`src/rtl/muldiv_seq.sv`:
```
// Iterative RV M-extension unit: radix-2 shift-add multiply and restoring divide, one bit per clock.
// Optional MULDIV_SEQ_FAST_EN: zero-operand ops skip the iteration phase and go straight to FIX.
module muldiv_seq #(
  parameter  int XLEN  = 32,
  localparam int CNT_W = $clog2(XLEN) + 1
) (
  input  logic            i_clk,
  input  logic            i_reset_n,
  input  logic            i_flush,
  input  logic            i_valid,
  output logic            o_ready,
  input  logic [2:0]      i_funct3,
  input  logic [XLEN-1:0] i_op1,
  input  logic [XLEN-1:0] i_op2,
  output logic            o_valid,
  input  logic            i_ready,
  output logic [XLEN-1:0] o_result
);
  typedef enum logic [1:0] {IDLE, CALC, FIX, DONE} state_t;

  localparam logic [XLEN-1:0] MIN_NEG = {1'b1, {(XLEN-1){1'b0}}};

  state_t            state;
  logic [2:0]        funct3;
  logic              sign1, sign2, div_zero, div_ovf;
  logic [XLEN-1:0]   op1, opb, result;
  logic [2*XLEN-1:0] acc;
  logic [CNT_W-1:0]  cnt;
  logic              ready, valid;

  logic              op1_signed, op2_signed, in_sign1, in_sign2, in_div, in_fast;
  logic [XLEN-1:0]   in_mag1, in_mag2;

  always_comb begin
    op1_signed = (i_funct3 == 3'd1) || (i_funct3 == 3'd2) || (i_funct3 == 3'd4) || (i_funct3 == 3'd6);
    op2_signed = (i_funct3 == 3'd1) || (i_funct3 == 3'd4) || (i_funct3 == 3'd6);
    in_sign1   = op1_signed & i_op1[XLEN-1];
    in_sign2   = op2_signed & i_op2[XLEN-1];
    // -MIN_NEG wraps to 2^(XLEN-1), which is the correct unsigned magnitude
    in_mag1    = in_sign1 ? -i_op1 : i_op1;
    in_mag2    = in_sign2 ? -i_op2 : i_op2;
    in_div     = i_funct3[2];
`ifdef MULDIV_SEQ_FAST_EN
    in_fast    = in_div ? (i_op2 == '0) : ((i_op1 == '0) || (i_op2 == '0));
`else
    in_fast    = 1'b0;
`endif
  end

  // acc holds {high partial product, multiplier} for mul and {remainder, dividend/quotient} for div
  logic [XLEN:0]     hi_sum, trial;
  logic [XLEN-1:0]   rem_new;
  logic              ge;
  logic [2*XLEN-1:0] step;

  always_comb begin
    hi_sum  = {1'b0, acc[2*XLEN-1:XLEN]} + (acc[0] ? {1'b0, opb} : '0);
    trial   = {acc[2*XLEN-1:XLEN], acc[XLEN-1]};
    ge      = trial >= {1'b0, opb};
    rem_new = ge ? (trial[XLEN-1:0] - opb) : trial[XLEN-1:0];
    step    = funct3[2] ? {rem_new, acc[XLEN-2:0], ge} : {hi_sum, acc[XLEN-1:1]};
  end

  logic [2*XLEN-1:0] prod;
  logic [XLEN-1:0]   quo, rem, fix_result;

  always_comb begin
    prod = (sign1 ^ sign2) ? -acc : acc;
    quo  = (sign1 ^ sign2) ? -acc[XLEN-1:0] : acc[XLEN-1:0];
    rem  = sign1 ? -acc[2*XLEN-1:XLEN] : acc[2*XLEN-1:XLEN];
    if (div_zero) begin
      quo = '1;
      rem = op1;
    end else if (div_ovf) begin
      quo = op1;
      rem = '0;
    end
    case (funct3)
      3'd0:             fix_result = prod[XLEN-1:0];
      3'd1, 3'd2, 3'd3: fix_result = prod[2*XLEN-1:XLEN];
      3'd4, 3'd5:       fix_result = quo;
      default:          fix_result = rem;
    endcase
  end

  always_ff @(posedge i_clk or negedge i_reset_n) begin
    if (!i_reset_n) begin
      state    <= IDLE;
      funct3   <= '0;
      sign1    <= 1'b0;
      sign2    <= 1'b0;
      div_zero <= 1'b0;
      div_ovf  <= 1'b0;
      op1      <= '0;
      opb      <= '0;
      acc      <= '0;
      cnt      <= '0;
      result   <= '0;
      ready    <= 1'b1;
      valid    <= 1'b0;
    end else if (i_flush) begin
      state <= IDLE;
      cnt   <= '0;
      ready <= 1'b1;
      valid <= 1'b0;
    end else begin
      case (state)
        IDLE: if (i_valid && ready) begin
          funct3   <= i_funct3;
          sign1    <= in_sign1;
          sign2    <= in_sign2;
          op1      <= i_op1;
          opb      <= in_div ? in_mag2 : in_mag1;
          acc      <= in_fast ? '0 : {{XLEN{1'b0}}, (in_div ? in_mag1 : in_mag2)};
          div_zero <= in_div && (i_op2 == '0);
          div_ovf  <= in_div && !i_funct3[0] && (i_op1 == MIN_NEG) && (i_op2 == '1);
          cnt      <= '0;
          ready    <= 1'b0;
          state    <= in_fast ? FIX : CALC;
        end
        CALC: begin
          acc <= step;
          if (cnt == CNT_W'(XLEN - 1)) begin
            cnt   <= '0;
            state <= FIX;
          end else begin
            cnt <= cnt + 1'b1;
          end
        end
        FIX: begin
          result <= fix_result;
          valid  <= 1'b1;
          state  <= DONE;
        end
        DONE: if (i_ready) begin
          valid <= 1'b0;
          ready <= 1'b1;
          state <= IDLE;
        end
        default: state <= IDLE;
      endcase
    end
  end

  assign o_ready  = ready;
  assign o_valid  = valid;
  assign o_result = result;
endmodule

```
`config.mk`:
```
export PLATFORM = sky130hd
export DESIGN_NAME = muldiv_seq
export DESIGN_NICKNAME = d
export VERILOG_FILES = /design/src/rtl/muldiv_seq.sv
export SDC_FILE = /design/constraint.sdc
export NUM_CORES = 1
export LEC_CHECK = 0
export CORE_UTILIZATION = 40
export CTS_BUF_LIST = sky130_fd_sc_hd__clkbuf_4 sky130_fd_sc_hd__clkbuf_8 sky130_fd_sc_hd__clkbuf_16
export CTS_CLUSTER_SIZE = 8
export DETAILED_ROUTE_END_ITERATION = 6
export GPL_TIMING_DRIVEN = 0
export SYNTH_ARGS = -nofsm -noshare
export SYNTH_HDL_FRONTEND = slang
export SYNTH_SLANG_ARGS = --single-unit
```
`constraint.sdc`:
```
create_clock -name i_clk -period 4.5 [get_ports i_clk]
set_input_delay 0.45 -clock i_clk [delete_from_list [all_inputs] [get_ports i_clk]]
set_output_delay 0.45 -clock i_clk [all_outputs]
set_load 0.01 [all_outputs]
```
==> results of run 1 <==
-- power by group --
group	internal (mW)	switching [mW]	total, mW
clock	0.971	0.762	1.73
sequential	2.27	1.00	3.27
combinational	4.23	7.48	11.7
total	7.47	9.25	16.7
-- routing by layer --
metal  GRT usage (%)  up-vias  wire (um)
li1                -     8098          -
met1           50.42     8489      33900
met2           56.68      815      33620
met3           7.175      163       5997
met4           17.78        2       3701
met5               0        -         13
-- path summary, 6_finish.rpt --
path,from,to,cells after the start
worst max-delay path,acc[35]$_DFFE_PN0P_,o_result[25]$_DFFE_PN0P_,9
min in group asynchronous,i_reset_n,cnt[4]$_DFFE_PN0P_,2
worst min-delay path,i_op1[17],op1[17]$_DFFE_PN0P_,3
worst max register to register,acc[35]$_DFFE_PN0P_,o_result[25]$_DFFE_PN0P_,9
max in group asynchronous,i_reset_n,opb[16]$_DFFE_PN0P_,3
worst min register to register,o_result[10]$_DFFE_PN0P_,o_result[10]$_DFFE_PN0P_,2
-- cell type report --
cell class              instances  area [um2]
plain buffers                 148       573.1
clock buffers                  19       452.9
clock inverters                13       195.2
fillers                      4148       21330
inverters                      67       251.5
multi-input cells            1792       11230
flip-flops and latches        177        4431
well taps                     525       656.9
repair buffers                105        1074
-- through the flow --
stage	TNS [ns]	utilization [%]	power (mW)
2_1_floorplan	0	-	10.54
3_3_place_gp	-779.77	45.21	14.51
3_5_place_dp	0	45.29	14.60
4_1_cts	0	46.93	16.39
5_1_grt	0	46.93	17.70
6_report	0	46.93	16.72
-- Yosys cell counts (14+ instances only) --
cell type,count,area [um2]
nand2_1,319,1197
o21ai_0,195,975.9
a21oi_1,191,955.9
nor2_1,184,690.7
dfrtp_1,176,4404
clkbuf_1,127,476.7
xnor2_1,127,1112
ha_1,74,925.9
xor2_1,72,630.6
inv_1,66,247.7
o31ai_1,49,367.9
nor3_1,48,240.2
mux2i_1,38,380.4
nand3_1,37,185.2
a221oi_1,35,306.5
a211oi_1,31,232.7
mux2_2,30,337.8
a21o_1,27,202.7
o22ai_1,26,162.7
or3_1,21,131.4
a22oi_1,17,127.6
a31oi_1,17,106.4
nor2b_1,17,106.4
o211ai_1,17,127.6
nand2b_1,16,100.1
o41ai_1,16,140.1
nand4_1,15,93.84
or4_1,15,112.6
o21a_1,14,105.1
-- worst max-delay path, delay by kind of cell (launching register included) --
| family | cells | cell delay, ns |
|---|---|---|
| flops | 1 | 0.41 |
| simple gates | 4 | 2.08 |
| buf+inv | 1 | 0.33 |
| xor+xnor | 1 | 0.18 |
| compound gates | 3 | 1.12 |
-- cell families after synthesis --
family                     count (synthesis)  share of synthesized area [%]
xor gates and xnor gates                 199                          10.58
muxes                                     68                          4.358
adders and majority gates                 76                          5.861
AOI/OAI and AO/OA                        700                          26.43
buffers and inverters                    215                          4.995
and+or+nand+nor                          749                          20.89
DFF                                      177                          26.88
-- repair_timing --
| item | in CTS | in global routing |
|---|---|---|
| buffers inserted | 0 | 0 |
| resized for setup | 0 | 3 |
| hold endpoints to repair | 58 | 0 |
| setup endpoints to repair | 0 | 5 |
| hold buffers | 1 | 0 |
-- registers in the layout (all words and copies together) (netlist names), 2 cells and up --
register	count
acc	64
o_result	32
op1	32
opb	32
cnt	6
funct3	3
state	2
-- placed cells by master, fill, tap and decap left out, types with 31 or more instances in the layout --
cell / count
clkdlybuf4s50_1: 102
nor2_1: 184
nand3_1: 37
inv_1: 66
a211oi_1: 31
clkbuf_1: 126
o31ai_1: 49
xor2_1: 72
nand2_1: 319
a221oi_1: 35
mux2i_1: 38
o21ai_0: 194
dfrtp_1: 176
a21oi_1: 191
ha_1: 74
nor3_1: 48
xnor2_1: 127
==> reports/summary.txt, run 1 <==
Vias: 17570
Num rows: 73
Inst Count DP: 2813
Area delta synth->final: 14.44%
Sequential cell area fraction in the yosys report: 26.88%
Yosys reg bits: 177
Measured slew at the worst slew-check pin: 1.447 ns
Routed WL: 77240 um
Failing checks: design-rule violations
Post-synth ARST share: 100.0%
Drt drc: 1
CP Launch Type: flip-flop
Core area: 40190 um2
Routability cong.: 1.043
Skew final: 0.01454 ns
Final #Nets: 2456
Num ports: 106
Clk buf depth: 2
Worst-Skew Late Latency: 0.50 ns
WP data required: 4.85 ns
Mapped Cells: 2184
Final std cells w/o fill: 2846
Final Hold Vio Count: 0
DP Worst Slack: 0.1781 ns
PnR worst setup slack: 0.2043 ns
Pleak: 7.847 nW
DR pass1 iterations: 7
Detail Route Antenna Nets: 0
Clock sink count: 177
HPWL Detailed: 63190 um
Starting Density: 41.01%
GRT overflow: 0
Vias/cell: 6.173
Routed len/inst: 27.14 um
Initial antenna violation count: 1
Avg Synthesized Cell Area: 7.546 um2
Slowest stage delay, CP: 0.78 ns
Cell variety after synth: 72
Final period util: 95.46%
RSZ-0062 raised after global routing: no
Vias in the first global route: 16720
Slew Viols, Final: 0
CP Capture Type: flip-flop
CP Max Fanout: 8
Largest net degree at the start of global routing: 119
Die area: 42020 um2
EDFF count, synth: 0
Finished Cell Area: 18860 um2
R2r setup slk: 0.20 ns
Worst endpoint data arrival time: 4.64 ns
Port bufs: 103
Peak supply drop: 0.3300 mV
Slowest CP cell: nor3_1
Die Ht: 205.0 um
Global-route wire length before repair: 112700 um
Final min period: 4.296 ns
Run status: finished, violations left
Setup violators final: 0
Critical Path, Cell by Cell: clkbuf_1, nor3_1, nand3b_1, or3_1, or2_2, o21ai_0, xnor2_1, a221oi_1, o31ai_1
Cell Pwr Density: 886.4 nW/um2
Root cell of the clock tree: clkbuf_16
Total CTS buffers: 17
Maxcap violations: 0
CTS H-Tree Depth: 4
Overall Global Routing Usage: 37.25%
Crit Path Category: flip-flop to flip-flop
CTS clock-pin slew for the worst setup and hold paths: 0.07 ns
Most used DFF post-synth: dfrtp_1
Inserted Diodes: 0
Area after DPL: 18200 um2
Hold Slack: 0.3722 ns
DR iter-0 viols: 2023
Type of the most critical hold path: input port to flip-flop
Mapped Area: 16480 um2
Syn nets: 2332
Normalized max-slew margin: 2.815%
TritonCTS clock tree: built
Fmax: 232.8 MHz
Die W: 205.0 um
Total number of yosys warnings: 0
Share of post-route cells with drive strength above 1: 4.438%
(Power assumes the default switching activity.)
==> inputs of run 2 (changes only) <==
--- a/config.mk
+++ b/config.mk
@@ -7,6 +7,7 @@
 export LEC_CHECK = 0
 export CORE_UTILIZATION = 40
 export CTS_BUF_LIST = sky130_fd_sc_hd__clkbuf_4 sky130_fd_sc_hd__clkbuf_8 sky130_fd_sc_hd__clkbuf_16
+export CTS_CLUSTER_DIAMETER = 50
 export CTS_CLUSTER_SIZE = 8
 export DETAILED_ROUTE_END_ITERATION = 6
 export GPL_TIMING_DRIVEN = 0
==> results of run 2 <==
The final DEF is identical to that of run 1; final timing and power are the same.
